### src/rtl/i_decoder.sv
// RV32I instruction decoder for the ID stage: register selects, ALU op and control strobes, all registered.
// Optional I_DECODER_ILLEGAL_EN adds a registered 'illegal' flag for encodings that decode to a NOP.
module i_decoder #(
    parameter int unsigned WORD_SIZE = 32,
    parameter int unsigned NUM_REGS  = 32,
    parameter int unsigned REG_SEL   = $clog2(NUM_REGS)
) (
    input  logic                 clk,
    input  logic                 rst_n,
    input  logic [WORD_SIZE-1:0] instr,
    output logic [3:0]           alu_op,
    output logic [REG_SEL-1:0]   rs1,
    output logic [REG_SEL-1:0]   rs2,
    output logic [REG_SEL-1:0]   rd,
    output logic                 mem_read,
    output logic                 mem_write,
    output logic                 mem_to_reg,
    output logic                 reg_write_out,
    output logic                 alu_src,
    output logic                 branch,
    output logic                 jump
`ifdef I_DECODER_ILLEGAL_EN
    ,
    output logic                 illegal
`endif
);

    localparam int unsigned ALU_OP_W = 4;
    localparam int unsigned OPC_W    = 7;
    localparam int unsigned F3_W     = 3;
    localparam int unsigned F7_W     = 7;

    localparam logic [ALU_OP_W-1:0] ALU_ADD   = 4'b0000;
    localparam logic [ALU_OP_W-1:0] ALU_SUB   = 4'b0001;
    localparam logic [ALU_OP_W-1:0] ALU_SLL   = 4'b0010;
    localparam logic [ALU_OP_W-1:0] ALU_SLT   = 4'b0011;
    localparam logic [ALU_OP_W-1:0] ALU_SLTU  = 4'b0100;
    localparam logic [ALU_OP_W-1:0] ALU_XOR   = 4'b0101;
    localparam logic [ALU_OP_W-1:0] ALU_SRL   = 4'b0110;
    localparam logic [ALU_OP_W-1:0] ALU_SRA   = 4'b0111;
    localparam logic [ALU_OP_W-1:0] ALU_OR    = 4'b1000;
    localparam logic [ALU_OP_W-1:0] ALU_AND   = 4'b1001;
    localparam logic [ALU_OP_W-1:0] ALU_PASSB = 4'b1010;

    localparam logic [OPC_W-1:0] OPC_OP     = 7'b0110011;
    localparam logic [OPC_W-1:0] OPC_OP_IMM = 7'b0010011;
    localparam logic [OPC_W-1:0] OPC_LOAD   = 7'b0000011;
    localparam logic [OPC_W-1:0] OPC_STORE  = 7'b0100011;
    localparam logic [OPC_W-1:0] OPC_BRANCH = 7'b1100011;
    localparam logic [OPC_W-1:0] OPC_JAL    = 7'b1101111;
    localparam logic [OPC_W-1:0] OPC_JALR   = 7'b1100111;
    localparam logic [OPC_W-1:0] OPC_LUI    = 7'b0110111;
    localparam logic [OPC_W-1:0] OPC_AUIPC  = 7'b0010111;

    localparam logic [F7_W-1:0] F7_BASE = 7'b0000000;
    localparam logic [F7_W-1:0] F7_ALT  = 7'b0100000;

    localparam logic [F3_W-1:0] F3_ADD = 3'b000;
    localparam logic [F3_W-1:0] F3_SLL = 3'b001;
    localparam logic [F3_W-1:0] F3_SR  = 3'b101;

    typedef struct packed {
        logic [ALU_OP_W-1:0] alu_op;
        logic [REG_SEL-1:0]  rs1;
        logic [REG_SEL-1:0]  rs2;
        logic [REG_SEL-1:0]  rd;
        logic                mem_read;
        logic                mem_write;
        logic                mem_to_reg;
        logic                reg_write;
        logic                alu_src;
        logic                branch;
        logic                jump;
    } dec_t;

    // funct3 -> ALU op shared by OP and OP-IMM; alt picks SUB/SRA.
    function automatic logic [ALU_OP_W-1:0] arith_op(input logic [F3_W-1:0] f3, input logic alt);
        logic [ALU_OP_W-1:0] op;
        case (f3)
            3'b000:  op = alt ? ALU_SUB : ALU_ADD;
            3'b001:  op = ALU_SLL;
            3'b010:  op = ALU_SLT;
            3'b011:  op = ALU_SLTU;
            3'b100:  op = ALU_XOR;
            3'b101:  op = alt ? ALU_SRA : ALU_SRL;
            3'b110:  op = ALU_OR;
            default: op = ALU_AND;
        endcase
        return op;
    endfunction

    logic [OPC_W-1:0] opcode;
    logic [F3_W-1:0]  funct3;
    logic [F7_W-1:0]  funct7;
    logic             legal;
    logic             use_rs1;
    logic             use_rs2;
    logic             use_rd;
    logic             writes_rd;
    dec_t             dec_d;
    dec_t             dec_q;

    // Class decode, legality check, then field zeroing and x0 write suppression.
    always_comb begin
        opcode    = instr[6:0];
        funct3    = instr[14:12];
        funct7    = instr[31:25];
        legal     = 1'b1;
        use_rs1   = 1'b0;
        use_rs2   = 1'b0;
        use_rd    = 1'b0;
        writes_rd = 1'b0;
        dec_d        = '0;
        dec_d.alu_op = ALU_ADD;

        case (opcode)
            OPC_OP: begin
                use_rs1   = 1'b1;
                use_rs2   = 1'b1;
                use_rd    = 1'b1;
                writes_rd = 1'b1;
                if (funct7 == F7_BASE) begin
                    dec_d.alu_op = arith_op(funct3, 1'b0);
                end else if (funct7 == F7_ALT && (funct3 == F3_ADD || funct3 == F3_SR)) begin
                    dec_d.alu_op = arith_op(funct3, 1'b1);
                end else begin
                    legal = 1'b0;
                end
            end
            OPC_OP_IMM: begin
                use_rs1       = 1'b1;
                use_rd        = 1'b1;
                writes_rd     = 1'b1;
                dec_d.alu_src = 1'b1;
                dec_d.alu_op  = arith_op(funct3, (funct3 == F3_SR) && instr[30]);
                if (funct3 == F3_SLL) begin
                    legal = (funct7 == F7_BASE);
                end else if (funct3 == F3_SR) begin
                    legal = (funct7 == F7_BASE) || (funct7 == F7_ALT);
                end
            end
            OPC_LOAD: begin
                use_rs1          = 1'b1;
                use_rd           = 1'b1;
                writes_rd        = 1'b1;
                dec_d.alu_src    = 1'b1;
                dec_d.mem_read   = 1'b1;
                dec_d.mem_to_reg = 1'b1;
                legal = (funct3 != 3'b011) && (funct3 != 3'b110) && (funct3 != 3'b111);
            end
            OPC_STORE: begin
                use_rs1         = 1'b1;
                use_rs2         = 1'b1;
                dec_d.alu_src   = 1'b1;
                dec_d.mem_write = 1'b1;
                legal = (funct3 == 3'b000) || (funct3 == 3'b001) || (funct3 == 3'b010);
            end
            OPC_BRANCH: begin
                use_rs1      = 1'b1;
                use_rs2      = 1'b1;
                dec_d.alu_op = ALU_SUB;
                dec_d.branch = 1'b1;
                legal = (funct3 != 3'b010) && (funct3 != 3'b011);
            end
            OPC_JAL: begin
                use_rd     = 1'b1;
                writes_rd  = 1'b1;
                dec_d.jump = 1'b1;
            end
            OPC_JALR: begin
                use_rs1       = 1'b1;
                use_rd        = 1'b1;
                writes_rd     = 1'b1;
                dec_d.alu_src = 1'b1;
                dec_d.jump    = 1'b1;
                legal = (funct3 == F3_ADD);
            end
            OPC_LUI: begin
                use_rd        = 1'b1;
                writes_rd     = 1'b1;
                dec_d.alu_src = 1'b1;
                dec_d.alu_op  = ALU_PASSB;
            end
            OPC_AUIPC: begin
                use_rd        = 1'b1;
                writes_rd     = 1'b1;
                dec_d.alu_src = 1'b1;
            end
            default: begin
                legal = 1'b0;
            end
        endcase

        // Anything illegal collapses to an all-zero NOP.
        if (!legal) begin
            dec_d        = '0;
            dec_d.alu_op = ALU_ADD;
            use_rs1      = 1'b0;
            use_rs2      = 1'b0;
            use_rd       = 1'b0;
            writes_rd    = 1'b0;
        end

        dec_d.rs1       = use_rs1 ? REG_SEL'(instr[19:15]) : '0;
        dec_d.rs2       = use_rs2 ? REG_SEL'(instr[24:20]) : '0;
        dec_d.rd        = use_rd  ? REG_SEL'(instr[11:7])  : '0;
        dec_d.reg_write = writes_rd && (dec_d.rd != '0);
    end

    always_ff @(posedge clk or negedge rst_n) begin
        if (!rst_n) begin
            dec_q <= '0;
        end else begin
            dec_q <= dec_d;
        end
    end

`ifdef I_DECODER_ILLEGAL_EN
    logic illegal_d;
    logic illegal_q;

    assign illegal_d = ~legal;

    always_ff @(posedge clk or negedge rst_n) begin
        if (!rst_n) begin
            illegal_q <= 1'b0;
        end else begin
            illegal_q <= illegal_d;
        end
    end

    assign illegal = illegal_q;
`endif

    assign alu_op        = dec_q.alu_op;
    assign rs1           = dec_q.rs1;
    assign rs2           = dec_q.rs2;
    assign rd            = dec_q.rd;
    assign mem_read      = dec_q.mem_read;
    assign mem_write     = dec_q.mem_write;
    assign mem_to_reg    = dec_q.mem_to_reg;
    assign reg_write_out = dec_q.reg_write;
    assign alu_src       = dec_q.alu_src;
    assign branch        = dec_q.branch;
    assign jump          = dec_q.jump;

endmodule

### config.mk
export PLATFORM = sky130hd
export DESIGN_NAME = i_decoder
export DESIGN_NICKNAME = d
export VERILOG_FILES = /design/src/rtl/i_decoder.sv
export SDC_FILE = /design/constraint.sdc
export NUM_CORES = 1
export LEC_CHECK = 0
export ABC_AREA = 1
export CAP_MARGIN = 20
export CELL_PAD_IN_SITES_DETAIL_PLACEMENT = 1
export CELL_PAD_IN_SITES_GLOBAL_PLACEMENT = 2
export CORE_MARGIN = 4
export CORE_UTILIZATION = 22
export CTS_BUF_LIST = sky130_fd_sc_hd__clkbuf_4 sky130_fd_sc_hd__clkbuf_8
export CTS_CLUSTER_SIZE = 30
export DETAILED_ROUTE_END_ITERATION = 16
export GPL_TIMING_DRIVEN = 0
export PLACE_DENSITY = 0.88
export REMOVE_ABC_BUFFERS = 1
export SETUP_SLACK_MARGIN = 0.3
export SYNTH_ARGS = -nofsm -noshare
export SYNTH_HDL_FRONTEND = slang
export SYNTH_SLANG_ARGS = --single-unit
### constraint.sdc
create_clock -name clk -period 0.9 [get_ports clk]
set_clock_uncertainty 0.15 [all_clocks]
set_input_delay 0.18 -clock clk [delete_from_list [all_inputs] [get_ports clk]]
set_output_delay 0.18 -clock clk [all_outputs]
set_load 0.005 [all_outputs]
==> flow_summary_export.csv <==
group,metric,value,unit
drt,drc_errors,0,
global_route,grt_overflow_total,0,
die,boundaryPins,60,
clock_network,path_clk_slew,80,ps
setup_path,cp_cell_sequence,"buf_8 > nor2_4 > nand3_4 > nor2_4 > inv_2 > nor2_1 > nor2_1 > nand3_2 > inv_2 > nor2_1",
global_route,grt_util_met3,1.75,%
logic_synthesis,ys_seq_elements,25,
drt,postRouteAntennaNets,0,
power_and_ir_drop,pwr-share-seq,50.9,%
drt,first_pass_iters,4,
timing,fmax,0.858,GHz
setup_path,crit_top_cell,"nor2_1",
logic_synthesis,syn_avg_cell_area,7.75,µm²
finish,final_cell_mix,"33 x buf_2, 25 x dfrtp_1, 24 x inv_1, 18 x nor2_2, 16 x nand2_1",
logic_synthesis,yosysTopAreaCell,"dfrtp_1",
clock_network,ctsLongestPathBuffers,2,
setup_path,worst-path-max-fanout,5,
logic_synthesis,synthTopCellsByArea,"dfrtp_1 48%, nor2_1 10%, inv_1 9.2%, nand2_1 8.9%, nand3_1 3.4%",
timing,relSlewSlack,64.9,%
drt,wire_per_inst,12.8,µm
logic_synthesis,synth_cell_type_count,25,
timing,period_minus_slack,1170,ps
global_route,grt_pass1_wl,6.56,mm
timing,period_share,129,%
finish,final_cell_count_no_fill,312,
die,design.die.area,7250,µm²
place,place_congestion,0.724,
power_and_ir_drop,p_comb_share,19.6,%
finish,layout_commonest_cell,"buf_2",
power_and_ir_drop,power_density,971,nW/µm²
run_status,status,"complete, but fails checks",
die,die_y,85.2,µm
clock_network,htree_levels,1,
worst_hold_path,min_path_type,"primary input to asynchronous set/reset pin",
logic_synthesis,syn_area,1310,µm²
finish,areaGrowthSynthToFinish,74.5,%
global_route,grt_max_degree,26,
power_and_ir_drop,swShare,24.4,%
global_route,use_met1,13.6,%
finish,final_nets,275,
logic_synthesis,postSynthCellCount,169,
power_and_ir_drop,ir_drop,571,µV
timing,hold_viol_final,25,
timing,fin_ws,-265,ps
power_and_ir_drop,switching_power,0.000542,W
global_route,grt_pass1_vias,1410,
finish,n_antenna_cell,0,
global_route,use_met2,19.6,%
logic_synthesis,yosys_warnings,0,
clock_network,cts_buffers,3,
finish,drive_above_1_share,56.3,%
setup_path,critPathArrivalTime,1210,ps
power_and_ir_drop,clock_power_share,29.5,%
setup_path,cp_slowest_cell,"nor2_4",
setup_path,critical_path_class,"primary input to flip-flop",
die,die_w,85.2,µm
drt,drtIter0Drc,35,
run,maxCapViolCount,0,
place,port_buffers,59,
setup_path,crit_required,940,ps
timing,rsz0062_at_grt,"yes",
global_route,grt.busiest_layer,"met2",
logic_synthesis,yosysSeqAreaShare,47.8,%
timing,whs,-263,ps
power_and_ir_drop,p_int,0.00168,W
timing,maxSlewViolCount,0,
setup_path,cp_slowest_stage_delay,220,ps
timing,tightest_slew,526,ps
place,numPlacedInstances,299,
setup_path,cp-end-kind,"flip-flop",
global_route,antenna_found_initial,0,
power_and_ir_drop,p_leak,1.20,nW
die,core_area,5640,µm²
power_and_ir_drop,total_power,0.00222,W
clock_network,clock-root-buffer,"clkbuf_8",
run_status,violations,"negative hold slack, negative setup slack",
drt,viasPerCell,4.16,
setup_path,critPathLaunchType,"primary input",
die,rows,27,
global_route,grt_use_total,11.0,%
timing,setup_viol,48,
place,place.detailed.hpwl,3.01,mm
logic_synthesis,synth_top_area_share,47.8,%
clock_network,clock_sinks,25,
die,start_util,23.2,%
clock_network,cts_tree,"built",
drt,wirelength,3.98,mm
drt,vias,1297,
## worst max-delay path: cells and delay by family
family / cells / cell delay (ps)
simple gates: 7 / 790
buf+inv: 3 / 250
## synthesized netlist by cell type
library cell  count
o21ai_1           1
inv_2             3
o21a_1            1
o211ai_1          1
nand2_2           3
o31ai_2           1
nor2_1           36
o31ai_1           1
nand3_1           9
nor3_1            1
nand4_4           1
and2_1            1
nand4_1           2
o21ai_0           3
a21oi_1           3
clkinv_1          1
nor2_2            4
inv_1            32
nand2_4           2
nand3b_1          1
nand2_1          31
buf_4             1
nand3_2           4
dfrtp_1          25
nor3_4            1
## metal layers
metal / vias up / wire [µm]
met3: 4 / 301
met4: 0 / 38
li1: 651 / -
met2: 52 / 1960
met1: 590 / 1680
met5: - / 0
## worst max-delay path by stage
stage / start / to
floorplan: instr[6] / alu_op[1]
global placement: instr[6] / alu_op[1]
detailed placement: instr[6] / alu_op[1]
CTS: instr[0] / rs2[4]
global route: instr[5] / rd[1]
finish: instr[3] / rd[1]
## metrics by stage
step / setup WS, ps / cell area [µm²] / util (%) / setup TNS (ps)
after floorplan: -345 / 1300 / - / -6520
after global placement: -1090 / 1980 / 35.2 / -48560
after detailed placement: -1080 / 1980 / 35.2 / -49800
after CTS: -261 / 2160 / 38.2 / -10020
after global routing: -329 / 2290 / 40.5 / -12200
final: -265 / 2290 / 40.5 / -9840
## sequential cells by signal (all words and copies together) (netlist names)
name / count
alu_src: 1
jump: 1
mem_write: 1
alu_op: 4
mem_read: 1
rs2: 5
rs1: 5
branch: 1
reg_write_out: 1
rd: 5
## power by group through the flow
stage	clock, W	sequential [W]	combinational (W)
global route	0.000728	0.00113	0.000474
CTS	0.000696	0.00113	0.000397
detailed placement	0	0.00115	0.000327
finish	0.000655	0.00113	0.000434
global placement	0	0.00115	0.000321
floorplan	0	0.00115	0.000102
## cell type report
class                           count  area [µm²]
Tap cell                           72        90.1
Clock buffer                        4        48.8
Sequential cell                    25         626
Multi-Input combinational cell    107         838
Fill cell                         653        3360
Timing Repair Buffer               68         531
Inverter                           36         153
## cell families after synthesis
kind of cell,Yosys count,synth area share (%)
AOI/OAI and AO/OA,11,5.35
buffers and inverters,37,10.9
DFF,25,47.8
and+or+nand+nor,96,36.0
## repair_timing
item                                   4_1_cts  5_1_grt
endpoints found under the hold margin       25       25
pin swaps                                   36       18
setup buffers                                8        1
gates resized for setup                    253       35
setup endpoints to repair                   76       76
No activity file was read; power rests on OpenSTA's default activity.
